--- src/rtl/jtopl_wrseq.sv ---
// jtopl_wrseq: CPU write sequencer for the OPL register datapath.
// The CPU writes an index (addr=0) and then data (addr=1). Operator and
// channel registers are held until the addressed slot comes round, and
// register 0xBD is written straight away.
// Optional feature: define JTOPL_WRSEQ_QUEUE_EN to add a one-entry queue
// that takes one extra datapath write while another is still pending.
module jtopl_wrseq (
  input  logic        clk,
  input  logic        rst,
  input  logic        cen,
  input  logic        wr,
  input  logic        addr,
  input  logic [7:0]  cpu_din,
  input  logic [17:0] slot,
  output logic [7:0]  din,
  output logic        write,
  output logic [1:0]  sel_group,
  output logic [2:0]  sel_sub,
  output logic        up_mult,
  output logic        up_ksl_tl,
  output logic        up_ar_dr,
  output logic        up_sl_rr,
  output logic        up_fnumlo,
  output logic        up_fnumhi,
  output logic        up_fbcon,
  output logic        rhy_en,
  output logic [4:0]  rhy_kon,
  output logic        am_dep,
  output logic        vib_dep,
  output logic        busy,
  output logic        overrun
);

  localparam logic [0:0] ST_IDLE = 1'b0;
  localparam logic [0:0] ST_WAIT = 1'b1;

  logic [0:0] r_state;
  logic [7:0] r_index;
  logic [7:0] r_bd;
  logic [7:0] r_din;
  logic [1:0] r_group;
  logic [2:0] r_sub;
  logic [6:0] r_up;
  logic       r_overrun;

`ifdef JTOPL_WRSEQ_QUEUE_EN
  logic       r_qValid;
  logic [7:0] r_qDin;
  logic [1:0] r_qGroup;
  logic [2:0] r_qSub;
  logic [6:0] r_qUp;
`endif

  logic       w_opOk;
  logic       w_chOk;
  logic [1:0] w_chGroup;
  logic [2:0] w_chSub;
  logic [6:0] w_up;
  logic [1:0] w_group;
  logic [2:0] w_sub;
  logic       w_dpWrite;
  logic       w_bdWrite;
  logic [4:0] w_slotIdx;
  logic [31:0] w_slotExt;
  logic       w_done;

  // Operator offsets 0x18-0x1F and subslots 6/7 do not exist.
  assign w_opOk = (r_index[4:3] != 2'b11) && (r_index[2:1] != 2'b11);
  // Only channels 0-8 exist.
  assign w_chOk = (r_index[3:0] <= 4'd8);

  // Channel number to group (c/3) and subslot (c%3).
  always_comb begin
    w_chGroup = 2'd0;
    w_chSub   = 3'd0;
    case (r_index[3:0])
      4'd0: begin w_chGroup = 2'd0; w_chSub = 3'd0; end
      4'd1: begin w_chGroup = 2'd0; w_chSub = 3'd1; end
      4'd2: begin w_chGroup = 2'd0; w_chSub = 3'd2; end
      4'd3: begin w_chGroup = 2'd1; w_chSub = 3'd0; end
      4'd4: begin w_chGroup = 2'd1; w_chSub = 3'd1; end
      4'd5: begin w_chGroup = 2'd1; w_chSub = 3'd2; end
      4'd6: begin w_chGroup = 2'd2; w_chSub = 3'd0; end
      4'd7: begin w_chGroup = 2'd2; w_chSub = 3'd1; end
      4'd8: begin w_chGroup = 2'd2; w_chSub = 3'd2; end
      default: begin w_chGroup = 2'd0; w_chSub = 3'd0; end
    endcase
  end

  // Decode the current index into a one-hot update strobe and target slot.
  always_comb begin
    w_up    = 7'b0000000;
    w_group = 2'd0;
    w_sub   = 3'd0;
    case (r_index[7:5])
      3'd1: if (w_opOk) begin
        w_up = 7'b0000001; w_group = r_index[4:3]; w_sub = r_index[2:0];
      end
      3'd2: if (w_opOk) begin
        w_up = 7'b0000010; w_group = r_index[4:3]; w_sub = r_index[2:0];
      end
      3'd3: if (w_opOk) begin
        w_up = 7'b0000100; w_group = r_index[4:3]; w_sub = r_index[2:0];
      end
      3'd4: if (w_opOk) begin
        w_up = 7'b0001000; w_group = r_index[4:3]; w_sub = r_index[2:0];
      end
      3'd5, 3'd6: if (w_chOk) begin
        case (r_index[7:4])
          4'hA:    w_up = 7'b0010000;
          4'hB:    w_up = 7'b0100000;
          4'hC:    w_up = 7'b1000000;
          default: w_up = 7'b0000000;
        endcase
        w_group = w_chGroup;
        w_sub   = w_chSub;
      end
      default: w_up = 7'b0000000;
    endcase
  end

  assign w_dpWrite = wr & addr & (|w_up);
  assign w_bdWrite = wr & addr & (r_index == 8'hBD);

  // Slots are numbered 6*group+subslot; padding keeps the lookup in range.
  assign w_slotIdx = ({3'b000, r_group} * 5'd6) + {2'b00, r_sub};
  assign w_slotExt = {14'd0, slot};
  assign w_done    = (r_state == ST_WAIT) & cen & w_slotExt[w_slotIdx];

  // Index latch and the directly written 0xBD register.
  always_ff @(posedge clk or negedge rst) begin
    if (!rst) begin
      r_index <= 8'd0;
      r_bd    <= 8'd0;
    end else begin
      if (wr && !addr) r_index <= cpu_din;
      if (w_bdWrite)   r_bd    <= cpu_din;
    end
  end

  // Pending-write FSM: hold the write until its slot comes round with cen.
  always_ff @(posedge clk or negedge rst) begin
    if (!rst) begin
      r_state   <= ST_IDLE;
      r_din     <= 8'd0;
      r_group   <= 2'd0;
      r_sub     <= 3'd0;
      r_up      <= 7'd0;
      r_overrun <= 1'b0;
`ifdef JTOPL_WRSEQ_QUEUE_EN
      r_qValid  <= 1'b0;
      r_qDin    <= 8'd0;
      r_qGroup  <= 2'd0;
      r_qSub    <= 3'd0;
      r_qUp     <= 7'd0;
`endif
    end else begin
      case (r_state)
        ST_IDLE: begin
          if (w_dpWrite) begin
            r_din   <= cpu_din;
            r_group <= w_group;
            r_sub   <= w_sub;
            r_up    <= w_up;
            r_state <= ST_WAIT;
          end
        end
        default: begin
`ifdef JTOPL_WRSEQ_QUEUE_EN
          // A write arriving on the completion cycle with an empty queue
          // goes straight to the outputs instead of parking in the queue.
          if (w_dpWrite) begin
            if (r_qValid) begin
              r_overrun <= 1'b1;
            end else if (!w_done) begin
              r_qValid <= 1'b1;
              r_qDin   <= cpu_din;
              r_qGroup <= w_group;
              r_qSub   <= w_sub;
              r_qUp    <= w_up;
            end
          end
          if (w_done) begin
            if (r_qValid) begin
              r_din    <= r_qDin;
              r_group  <= r_qGroup;
              r_sub    <= r_qSub;
              r_up     <= r_qUp;
              r_qValid <= 1'b0;
            end else if (w_dpWrite) begin
              r_din   <= cpu_din;
              r_group <= w_group;
              r_sub   <= w_sub;
              r_up    <= w_up;
            end else begin
              r_up    <= 7'd0;
              r_state <= ST_IDLE;
            end
          end
`else
          if (w_dpWrite) r_overrun <= 1'b1;
          if (w_done) begin
            r_up    <= 7'd0;
            r_state <= ST_IDLE;
          end
`endif
        end
      endcase
    end
  end

  assign din       = r_din;
  assign write     = r_state;
  assign busy      = r_state;
  assign sel_group = r_group;
  assign sel_sub   = r_sub;
  assign up_mult   = r_up[0];
  assign up_ksl_tl = r_up[1];
  assign up_ar_dr  = r_up[2];
  assign up_sl_rr  = r_up[3];
  assign up_fnumlo = r_up[4];
  assign up_fnumhi = r_up[5];
  assign up_fbcon  = r_up[6];
  assign am_dep    = r_bd[7];
  assign vib_dep   = r_bd[6];
  assign rhy_en    = r_bd[5];
  assign rhy_kon   = r_bd[4:0];
  assign overrun   = r_overrun;

endmodule

--- config.mk ---
export PLATFORM = sky130hd
export DESIGN_NAME = jtopl_wrseq
export DESIGN_NICKNAME = d
export VERILOG_FILES = /design/src/rtl/jtopl_wrseq.sv
export SDC_FILE = /design/constraint.sdc
export NUM_CORES = 1
export LEC_CHECK = 0
export ABC_AREA = 1
export BUFFER_PORTS_ARGS = -buffer_cell sky130_fd_sc_hd__buf_2
export CELL_PAD_IN_SITES_DETAIL_PLACEMENT = 0
export CELL_PAD_IN_SITES_GLOBAL_PLACEMENT = 1
export CORE_ASPECT_RATIO = 1.1
export CORE_MARGIN = 4
export CORE_UTILIZATION = 38
export DETAILED_ROUTE_END_ITERATION = 16
export PLACE_DENSITY = 0.78
export SLEW_MARGIN = 0
export SYNTH_ARGS = -nofsm -noshare
export SYNTH_HDL_FRONTEND = slang
export SYNTH_SLANG_ARGS = --single-unit
--- constraint.sdc ---
create_clock -name clk -period 2.7 [get_ports clk]
set_input_delay 0.135 -clock clk [delete_from_list [all_inputs] [get_ports clk]]
set_output_delay 0.135 -clock clk [all_outputs]
set_load 0.005 [all_outputs]
==> out/qor.yml, run 1 <==
global_route:
  antenna_found_initial: 0
  grt_pass1_vias: 1848
  grt_usage_pct: 13.77
  grt_max_degree: 39
  grt.overflow.total: 0
  grt_pass1_wl_um: 7790
logic_synthesis:
  synth-simple-area-share_pct: 26.50
  postSynthCellCount: 262
  syn_area_um2: 2167
  ys_ff_latch: 38
  syn_avg_cell_area_um2: 8.271
  synth_nets: 302
  synth_compound_area_share_pct: 13.16
  yosys_warnings: 0
  synth_seq_area_share_pct: 43.88
  synthXorXnorAreaFrac_pct: 0.8083
  synthAdderAreaFrac_pct: 5.543
  synthMuxAreaShare_pct: 0
  synth_top_family_by_area: "simple AND/OR/NAND/NOR gates"
  yosysUniqueCellTypes: 34
routing:
  ant_nets: 0
  routed_wl_um: 4479
  drtPass1Iterations: 4
  wl_per_cell_um: 11.25
  drt_iter0_markers: 63
  drcViolationCount: 0
  vias_per_cell: 4.588
  vias: 1826
die:
  ios: 62
  start_util_pct: 39.65
  core.rowCount: 28
  die_h_um: 87.20
  design.core.area_um2: 5465
  die_w_um: 80
  die_area_um2: 6976
sta:
  slew_viol_final: 0
  period_share_pct: 79.38
  fin_crit_ns: 2.143
  clock_skew_ns: 0.006357
  timing.fmax_mhz: 466.6
  worst_pin_slew_ns: 0.8406
  hold_violations: 0
  finalSetupTns_ns: 0
  setup_viol: 0
  max-slew-margin-rel_pct: 43.96
  rsz0062_at_grt: "no"
placed_design:
  io_buffers: 61
  dpl_cell_area_um2: 2486
  place_hpwl_um: 3415
  gp_congestion: 0.7521
layout:
  syn_to_final_growth_pct: 19.40
  num-fill-cells: 572
  final_nets: 362
  final_cell_area_um2: 2587
  utilization_pct: 47.34
  drive_gt1_share_pct: 29.10
  n_antenna_cell: 0
pwr:
  powerDensity_nw_per_um2: 825.9
  peakVddDrop_mv: 0.4555
  leakage_nw: 1.418
critical_path:
  critPathKind: "reg2reg"
  start_kind: "flop"
  critPathCaptureType: "flop"
  cp_max_fo: 8
  cp.required_ns: 2.92
  critPathArrivalTime_ns: 2.37
clock_tree:
  cts.clk_slew.worst_paths_ns: 0.07
  cts_setup_buffers: 0
  cts_hold_buffers: 1
  numCtsBuffers: 5
  cts_max_path_buffers: 2
  cts.repair.resized: 0
  clk_latency_ns: 0.28
  cts.htree.levels: 2
  cts_sinks: 38
  cts_root_buf: "clkbuf_8"
  cts_tree: "built"
min_path:
  hold_class: "in2reg"
flow_run:
  maxCapViolations: 0
status:
  status: "finished clean"
-- worst max-delay path: stages, from the launching register on --
cell	delay, ns
dfrtp_1	0.41
inv_1	0.06
ha_1	0.33
fa_1	0.58
inv_1	0.07
nand3_1	0.08
nand3_1	0.07
nand2_1	0.07
nand2_1	0.04
nand2_1	0.19
nand3_1	0.10
nand2_1	0.07
-- through the flow --
step / worst slack, ns / power, mW / cells / hold slack (ns)
2_1_floorplan: 0.7273 / 1.497 / 262 / -0.1606
3_3_place_gp: 0.6008 / 1.762 / 389 / 0.2981
4_1_cts: 0.5158 / 2.181 / 398 / 0.1122
6_report: 0.5567 / 2.137 / 398 / 0.1273
3_5_place_dp: 0.5405 / 1.769 / 389 / 0.2970
5_1_grt: 0.3630 / 2.346 / 398 / 0.1319
-- power by group --
group | internal (mW) | total, mW | switching, mW
sequential | 0.707 | 0.833 | 0.126
clock | 0.206 | 0.396 | 0.190
combinational | 0.386 | 0.908 | 0.522
total | 1.30 | 2.14 | 0.838
-- per-layer routing --
metal	part of all wire (%)	up-vias	GRT usage [%]	wire, um
met1	47	808	17.47	2118
li1	-	967	-	-
met2	45	47	23.04	2037
met5	0	-	0	0
met3	6.7	4	3.520	299
met4	0.54	0	4.147	24
-- registers in the layout (all words and copies together) (netlist names) --
name / count
busy: 1
r_index: 8
overrun: 1
sel_sub: 3
r_up: 7
sel_group: 2
din: 8
r_bd: 8
-- cells by family after synthesis --
group | Yosys count
flip-flops | 38
buffers and inverters | 46
adder cells (fa/ha/maj) | 9
XOR/XNOR | 2
AND/OR/NAND/NOR | 125
AO/OA/AOI/OAI | 42
-- cells in the final DEF, fill, tap and decap left out, types with 2 or more instances in the layout --
cell type	count
inv_2	4
nor3_1	3
nand3_1	33
o21ai_2	13
o21ai_0	17
a21oi_1	5
buf_2	61
inv_1	32
xnor2_1	2
nand2_1	77
clkbuf_8	6
nand2_2	2
nor2_1	3
dfrtp_1	38
ha_1	8
-- synth_stat cells (all sizes together) --
master / count / area, um^2
a32oi: 1 / 8.760
dfrtp: 38 / 950.9
o22ai: 1 / 6.260
xnor2: 2 / 17.52
nor2: 3 / 11.26
a31o: 1 / 8.760
fa: 1 / 20.02
a21oi: 5 / 25.02
clkinv: 1 / 3.750
buf: 7 / 72.56
nor4: 1 / 6.260
nand2: 80 / 312.8
nand3: 34 / 182.7
and2: 1 / 8.760
nand4: 2 / 27.53
inv: 36 / 135.1
o211ai: 1 / 7.510
nor3: 4 / 25.02
o2111ai: 1 / 8.760
clkbuf: 2 / 7.510
ha: 8 / 100.1
o21ai: 32 / 220.2
-- final timing paths --
path                         startpoint      end  slack, ns  cells after the start
hold reg to reg                  din[5]   din[5]       0.48                      2
setup reg to reg           sel_group[0]  r_up[6]       0.56                     11
max in group asynchronous           rst   din[5]       1.69                      2
setup / recovery           sel_group[0]  r_up[6]       0.56                     11
min in group asynchronous           rst   din[7]       0.49                      2
hold / removal               cpu_din[2]   din[2]       0.13                      3
-- cell type report --
class / instances / area, um^2 / area share, %
well taps: 75 / 93.84 / 3.627
flip-flops and latches: 38 / 950.9 / 36.75
clock inverters: 1 / 5.005 / 0.1934
clock buffers: 7 / 86.33 / 3.337
repair buffers: 62 / 315.3 / 12.19
multi-input cells: 178 / 997.2 / 38.54
inverters: 37 / 138.9 / 5.368
Power figures use the tool's default switching activity.
==> run 2, diff against run 1 <==
Settings changed: CORE_UTILIZATION 38 to 34, PLACE_DENSITY 0.78 to 0.74.
Clock period 2.7 ns to 1.95 ns, I/O delays scaled along.
==> run 2 against run 1 <==
Effect of this change:
- via count is 3.6% higher
- flip-flop and latch count stayed put
- largest power group unchanged
- sequential power is 36% higher
- sequential share of layout area is 2.7 points lower
- critical endpoint is now r_up[0]
- worst hold slack worse by 0.044 ns
- largest cell class unchanged
- the flow now finishes with violations (negative setup slack)
- critical path type unchanged
- final cell count is 3.8% higher
- maximum frequency is 9.8% higher
- total power is 57% higher
- wire length is 10% higher
- die area is 11% higher
- combinational power is 88% higher
- count of clock-buffer cells in the layout is 1 lower
==> out/qor.yml, run 2 (synthesis gave the netlist of run 1 again) <==
status:
  status: "finished with violations"
  violations: "negative setup slack"
routing:
  routed_wl_um: 4936  # +10%
  m1WireLength_um: 2290  # +8.1%
  wl_per_cell_um: 11.95  # +6.2%
  vias: 1892  # +3.6%
  drtPass1Iterations: 4  # unchanged
  vias_per_cell: 4.581  # -0.15%
  highest_layer: "met4"
  ant_nets: 0  # unchanged
  drt_iter0_markers: 65  # +3.2%
  dr_wl_met2_um: 2249  # +10%
  drcViolationCount: 0  # unchanged
  wl_met3_um: 299  # unchanged
pwr:
  leakage_nw: 1.492  # +5.2%
  powerDensity_nw_per_um2: 1200  # +45%
  peakVddDrop_mv: 0.5600  # +23%
critical_path:
  critPathKind: "reg2reg"
  cp.required_ns: 2.13  # -0.79 ns
  start_kind: "flop"
  critPathArrivalTime_ns: 2.14  # -0.23 ns
  cp_max_fo: 8  # unchanged
  critPathCaptureType: "flop"
sta:
  timing.fmax_mhz: 512.1  # +9.8%
  hold_ws_ns: 0.08285  # -0.04440 ns
  period_share_pct: 100.1  # +21 points
  worst_pin_slew_ns: 0.8115  # -0.02909 ns
  rsz0062_at_grt: "yes"
  fin_crit_ns: 1.953  # -0.1905 ns
  hold_violations: 0  # unchanged
  slew_viol_final: 0  # unchanged
  setup_viol: 2  # +2
  final.setup.worst_slack_ns: -0.002729  # -0.5595 ns
  clock_skew_ns: 0.004029  # -0.002328 ns
  max-slew-margin-rel_pct: 45.90  # +1.9 points
global_route:
  grt.overflow.total: 0  # unchanged
  grt_usage_pct: 12.83  # -0.94 points
  grt_max_degree: 39  # unchanged
  grt_pass1_vias: 1828  # -1.1%
  grt_pass1_wl_um: 8197  # +5.2%
  antenna_found_initial: 0  # unchanged
layout:
  mostFrequentLayoutCells: "nand2_1, buf_2, dfrtp_1"
  final_nets: 373  # +3.0%
  drive_gt1_share_pct: 38.44  # +9.3 points
  syn_to_final_growth_pct: 28.87
  post_layout_nonfiller_instances: 413  # +3.8%
  num-fill-cells: 663  # +16%
  n_antenna_cell: 0  # unchanged
  utilization_pct: 45.09  # -2.3 points
  final_common_cell: "nand2_1"
die:
  ios: 62  # unchanged
  core.rowCount: 30  # +7.1%
  start_util_pct: 34.99  # -4.7 points
  die_area_um2: 7716  # +11%
  design.core.area_um2: 6193  # +13%
  die_h_um: 91.73  # +5.2%
  die_w_um: 84.12  # +5.2%
clock_tree:
  cts_sinks: 38  # unchanged
  cts_tree: "built"
  clk_latency_ns: 0.29  # about the same
  cts_max_path_buffers: 2  # unchanged
  cts.htree.levels: 2  # unchanged
  numCtsBuffers: 5  # unchanged
  cts.clk_slew.worst_paths_ns: 0.07  # about the same
  cts_root_buf: "clkbuf_8"
flow_run:
  maxCapViolations: 0  # unchanged
placed_design:
  dp_cells: 402  # +3.3%
  place_hpwl_um: 3646  # +6.7%
  gp_congestion: 0.8319  # +11%
  io_buffers: 61  # unchanged
min_path:
  hold_class: "in2reg"
[run 2: cell count changes in the layout (fill, tap and decap cells not counted), moves of 2 or more]
cell     before  now
buf_4         0    9
inv_1        32   29
ha_1          8    6
nand2_1      77   72
nand3_2       0   11
nand2_2       2    6
nand3_1      33   22
inv_2         4    7
ha_4          0    2
[run 2: layout make-up]
| type | instances | area, um^2 | share of cell area (%) |
|---|---|---|---|
| multi-input combinational | 178 | 1109 | 39.70 |
| sequential | 38 | 950.9 | 34.05 |
| clock buffer | 6 | 72.57 | 2.599 |
| inverter | 37 | 138.9 | 4.973 |
| timing repair buffer | 73 | 414.1 | 14.83 |
| tap | 80 | 100.1 | 3.584 |
| clock inverter | 1 | 7.507 | 0.2688 |
[run 2: repair_timing]
action / CTS / global route
hold buffers: 1 / 0
setup endpoints to repair: 8 / 16
endpoints found under the hold margin: 38 / 0
cloned: 0 / 0
pin swaps: 4 / 14
gates resized for setup: 8 / 18
setup buffers: 1 / 2
[run 2: layer usage]
layer	vias to the layer above	global-route usage [%]
met5	-	0
met4	0	4.155
met3	9	3.504
met2	57	20.92
met1	837	16.40
li1	989	-
[run 2: worst paths after layout]
kind                       slack, ns  cells after the start    endpoint    startpoint
setup / recovery              -0.003                     10     r_up[0]  sel_group[0]
hold / removal                  0.08                      3      din[5]    cpu_din[5]
setup reg to reg              -0.003                     10     r_up[0]  sel_group[0]
hold reg to reg                 0.48                      1     overrun       overrun
max in group asynchronous       1.00                      2  r_index[2]           rst
min in group asynchronous       0.44                      2     r_up[0]           rst
[run 2: critical path, stage by stage (launching register included)]
cell,delay (ns)
dfrtp_1,0.42
inv_2,0.08
ha_4,0.20
fa_2,0.58
nand3_1,0.11
nand3_2,0.09
nand2_2,0.06
nand2_2,0.07
nand2_4,0.10
nand3_2,0.09
nand2_1,0.05
[run 2: report_power, final]
group / internal, mW / switching (mW)
Sequential: 0.979 / 0.154
Combinational: 0.745 / 0.963
Clock: 0.245 / 0.265
Total: 1.97 / 1.38
[run 2: through the flow]
| step | instance area (um^2) | worst slack (ns) | total power [mW] | setup TNS, ns |
|---|---|---|---|---|
| global route | 2793 | -0.1372 | 3.667 | -0.9764 |
| global placement | 2567 | -0.03047 | 2.527 | -0.2196 |
| CTS | 2699 | 0.01124 | 3.178 | 0 |
| detailed placement | 2567 | -0.09364 | 2.545 | -0.6343 |
| floorplan | 2170 | 0.01530 | 2.085 | 0 |
| finish | 2793 | -0.002729 | 3.352 | -0.004124 |
==> run 3, diff against run 2 <==
Settings changed: CELL_PAD_IN_SITES_DETAIL_PLACEMENT 0 to 1, CELL_PAD_IN_SITES_GLOBAL_PLACEMENT 1 to 2, CORE_UTILIZATION 34 to 27.
==> run 3 against run 2 <==
Effect of this change:
- the flow still finishes with violations (negative setup slack)
- wire length rose by 17%
- critical path type unchanged
- first-iteration DRC count fell by 32%
- core utilization fell by 8.3 points
==> out/qor.yml, run 3 (synthesis gave the netlist of run 1 again) <==
routing:
  drtPass1Iterations: 4  # unchanged
  drcViolationCount: 0  # unchanged
  routed_wl_um: 5757  # +17%
  ant_nets: 0  # unchanged
  wl_per_cell_um: 12.85  # +7.5%
  vias: 1954  # +3.3%
  vias_per_cell: 4.362  # -4.8%
  drt_iter0_markers: 44  # -32%
clock_tree:
  cts_root_buf: "clkbuf_8"
  numCtsBuffers: 5  # unchanged
  clk_latency_ns: 0.30  # about the same
  cts_max_path_buffers: 2  # unchanged
  cts_tree: "built"
  cts.htree.levels: 2  # unchanged
  cts.clk_slew.worst_paths_ns: 0.08  # about the same
  cts_sinks: 38  # unchanged
global_route:
  grt_pass1_vias: 2019  # +10%
  grt_usage_pct: 12.58  # -0.25 points
  antenna_found_initial: 0  # unchanged
  grt_pass1_wl_um: 9508  # +16%
  grt_max_degree: 39  # unchanged
  grt.overflow.total: 0  # unchanged
sta:
  timing.fmax_mhz: 508.0  # -0.80%
  hold_violations: 0  # unchanged
  fin_crit_ns: 1.969  # +0.01583 ns
  period_share_pct: 101.0  # +0.81 points
  final.setup.worst_slack_ns: -0.01856  # -0.01583 ns
  slew_viol_final: 0  # unchanged
  worst_pin_slew_ns: 0.8669  # +0.05539 ns
  setup_viol: 5  # +3
  clock_skew_ns: 0.005471  # +0.001443 ns
  max-slew-margin-rel_pct: 42.21  # -3.7 points
  rsz0062_at_grt: "yes"
  hold_ws_ns: 0.07615  # -0.006699 ns
layout:
  num-fill-cells: 970  # +46%
  final_common_cell: "nand2_1"
  final_nets: 379  # +1.6%
  multiInputGateArea_um2: 1116  # +0.68%
  syn_to_final_growth_pct: 33.60
  mostFrequentLayoutCells: "nand2_1, buf_2, dfrtp_1"
  seq_area_um2: 950.9  # unchanged
  drive_gt1_share_pct: 40.59  # +2.1 points
  n_antenna_cell: 0  # unchanged
critical_path:
  startpoint: "sel_group[0]"
  cp.required_ns: 2.14  # about the same
  endpoint: "r_up[6]"
  critPathKind: "reg2reg"
  r2r_start: "sel_group[0]"
  start_kind: "flop"
  reg2reg_slack_ns: -0.02  # -0.02 ns
  cp_max_fo: 8  # unchanged
  critPathArrivalTime_ns: 2.16  # +0.02 ns
  critPathCaptureType: "flop"
  rr_endpoint: "r_up[6]"
  reg2regPathDepth: 10  # unchanged
die:
  design.core.area_um2: 7870  # +27%
  die_area_um2: 9525  # +23%
  die_h_um: 102.0  # +11%
  ios: 62  # unchanged
  core.rowCount: 34  # +13%
  die_w_um: 93.42  # +11%
  start_util_pct: 27.54  # -7.5 points
pwr:
  peakVddDrop_mv: 0.3998  # -29%
  leakage_nw: 1.533  # +2.7%
  powerDensity_nw_per_um2: 1216  # +1.3%
  switching_share_pct: 41.41  # +0.17 points
  clockPowerShare_pct: 16.7  # +1.5 points
  p_int_mw: 2.063  # +4.8%
  seqPwrFrac_pct: 32.0  # -1.8 points
  p_comb_share_pct: 51.3  # +0.3 points
  p_total_mw: 3.522  # +5.1%
  p_switching_mw: 1.459  # +5.5%
status:
  violations: "negative setup slack"
  status: "finished with violations"
placed_design:
  place_hpwl_um: 4414  # +21%
  io_buffers: 61  # unchanged
  gp_congestion: 0.7578  # -8.9%
min_path:
  hold_class: "in2reg"
  min-delay-start: "cpu_din[3]"
flow_run:
  maxCapViolations: 0  # unchanged
## run 3: timing repair
item	in CTS	in global routing
hold buffers	1	0
pin swaps	3	11
setup buffers	1	7
gates resized for setup	10	18
endpoints found under the hold margin	38	0
endpoints found under the setup margin	8	21
## run 3: worst min path at each step
stage	to	slack (ns)	cells after the start
4_1_cts	din[3]	0.07	3
3_3_place_gp	r_up[2]	0.27	1
5_1_grt	din[1]	0.09	3
6_report	din[3]	0.08	3
2_1_floorplan	busy	-0.20	0
3_5_place_dp	r_up[0]	0.28	1
## run 3: area by class of cell
class	instances	area share, %
multi-input cells	178	38.55
clock inverters	2	0.4322
flip-flops and latches	38	32.84
clock buffers	6	2.852
repair buffers	79	15.86
inverters	37	4.797
well taps	108	4.667
## run 3: metal layers
metal  GRT usage [%]  part of all wire [%]  up-vias  routed length (um)
met5               0                     0        -                   0
met4           4.735                   1.6        0                  91
met3           3.387                   6.1        7                 352
met2           21.40                    47       56                2721
met1           15.25                    45      893                2593
li1                -                     -      998                   -
## run 3: worst max-delay path, stage by stage (launching register included)
cell and delay [ns]:
dfrtp_1 0.42, inv_2 0.08, ha_4 0.20, fa_2 0.60, nand3_1 0.11, nand3_2 0.09, nand2_2 0.05, nand2_2 0.08
nand2_4 0.10, nand3_2 0.09, nand2_1 0.06
## run 3: through the flow
stage	TNS (ns)	worst slack (ns)	utilization, %	instances	cell area [um^2]
2_1_floorplan	0	0.01530	-	262	2170
3_3_place_gp	-0.1561	-0.02422	33.16	431	2610
3_5_place_dp	-0.7530	-0.1077	33.16	431	2610
4_1_cts	0	0.001188	35.12	441	2764
5_1_grt	-0.9326	-0.1359	36.79	448	2895
6_report	-0.04224	-0.01856	36.79	448	2895
## run 3: power by group through the flow
stage               Clock (mW)  Sequential (mW)  Combinational (mW)
detailed placement           0             1.13                1.49
finish                   0.587             1.13                1.81
global route             0.639             1.16                2.04
global placement             0             1.13                1.45
CTS                      0.610             1.12                1.62
floorplan                    0             1.14               0.945
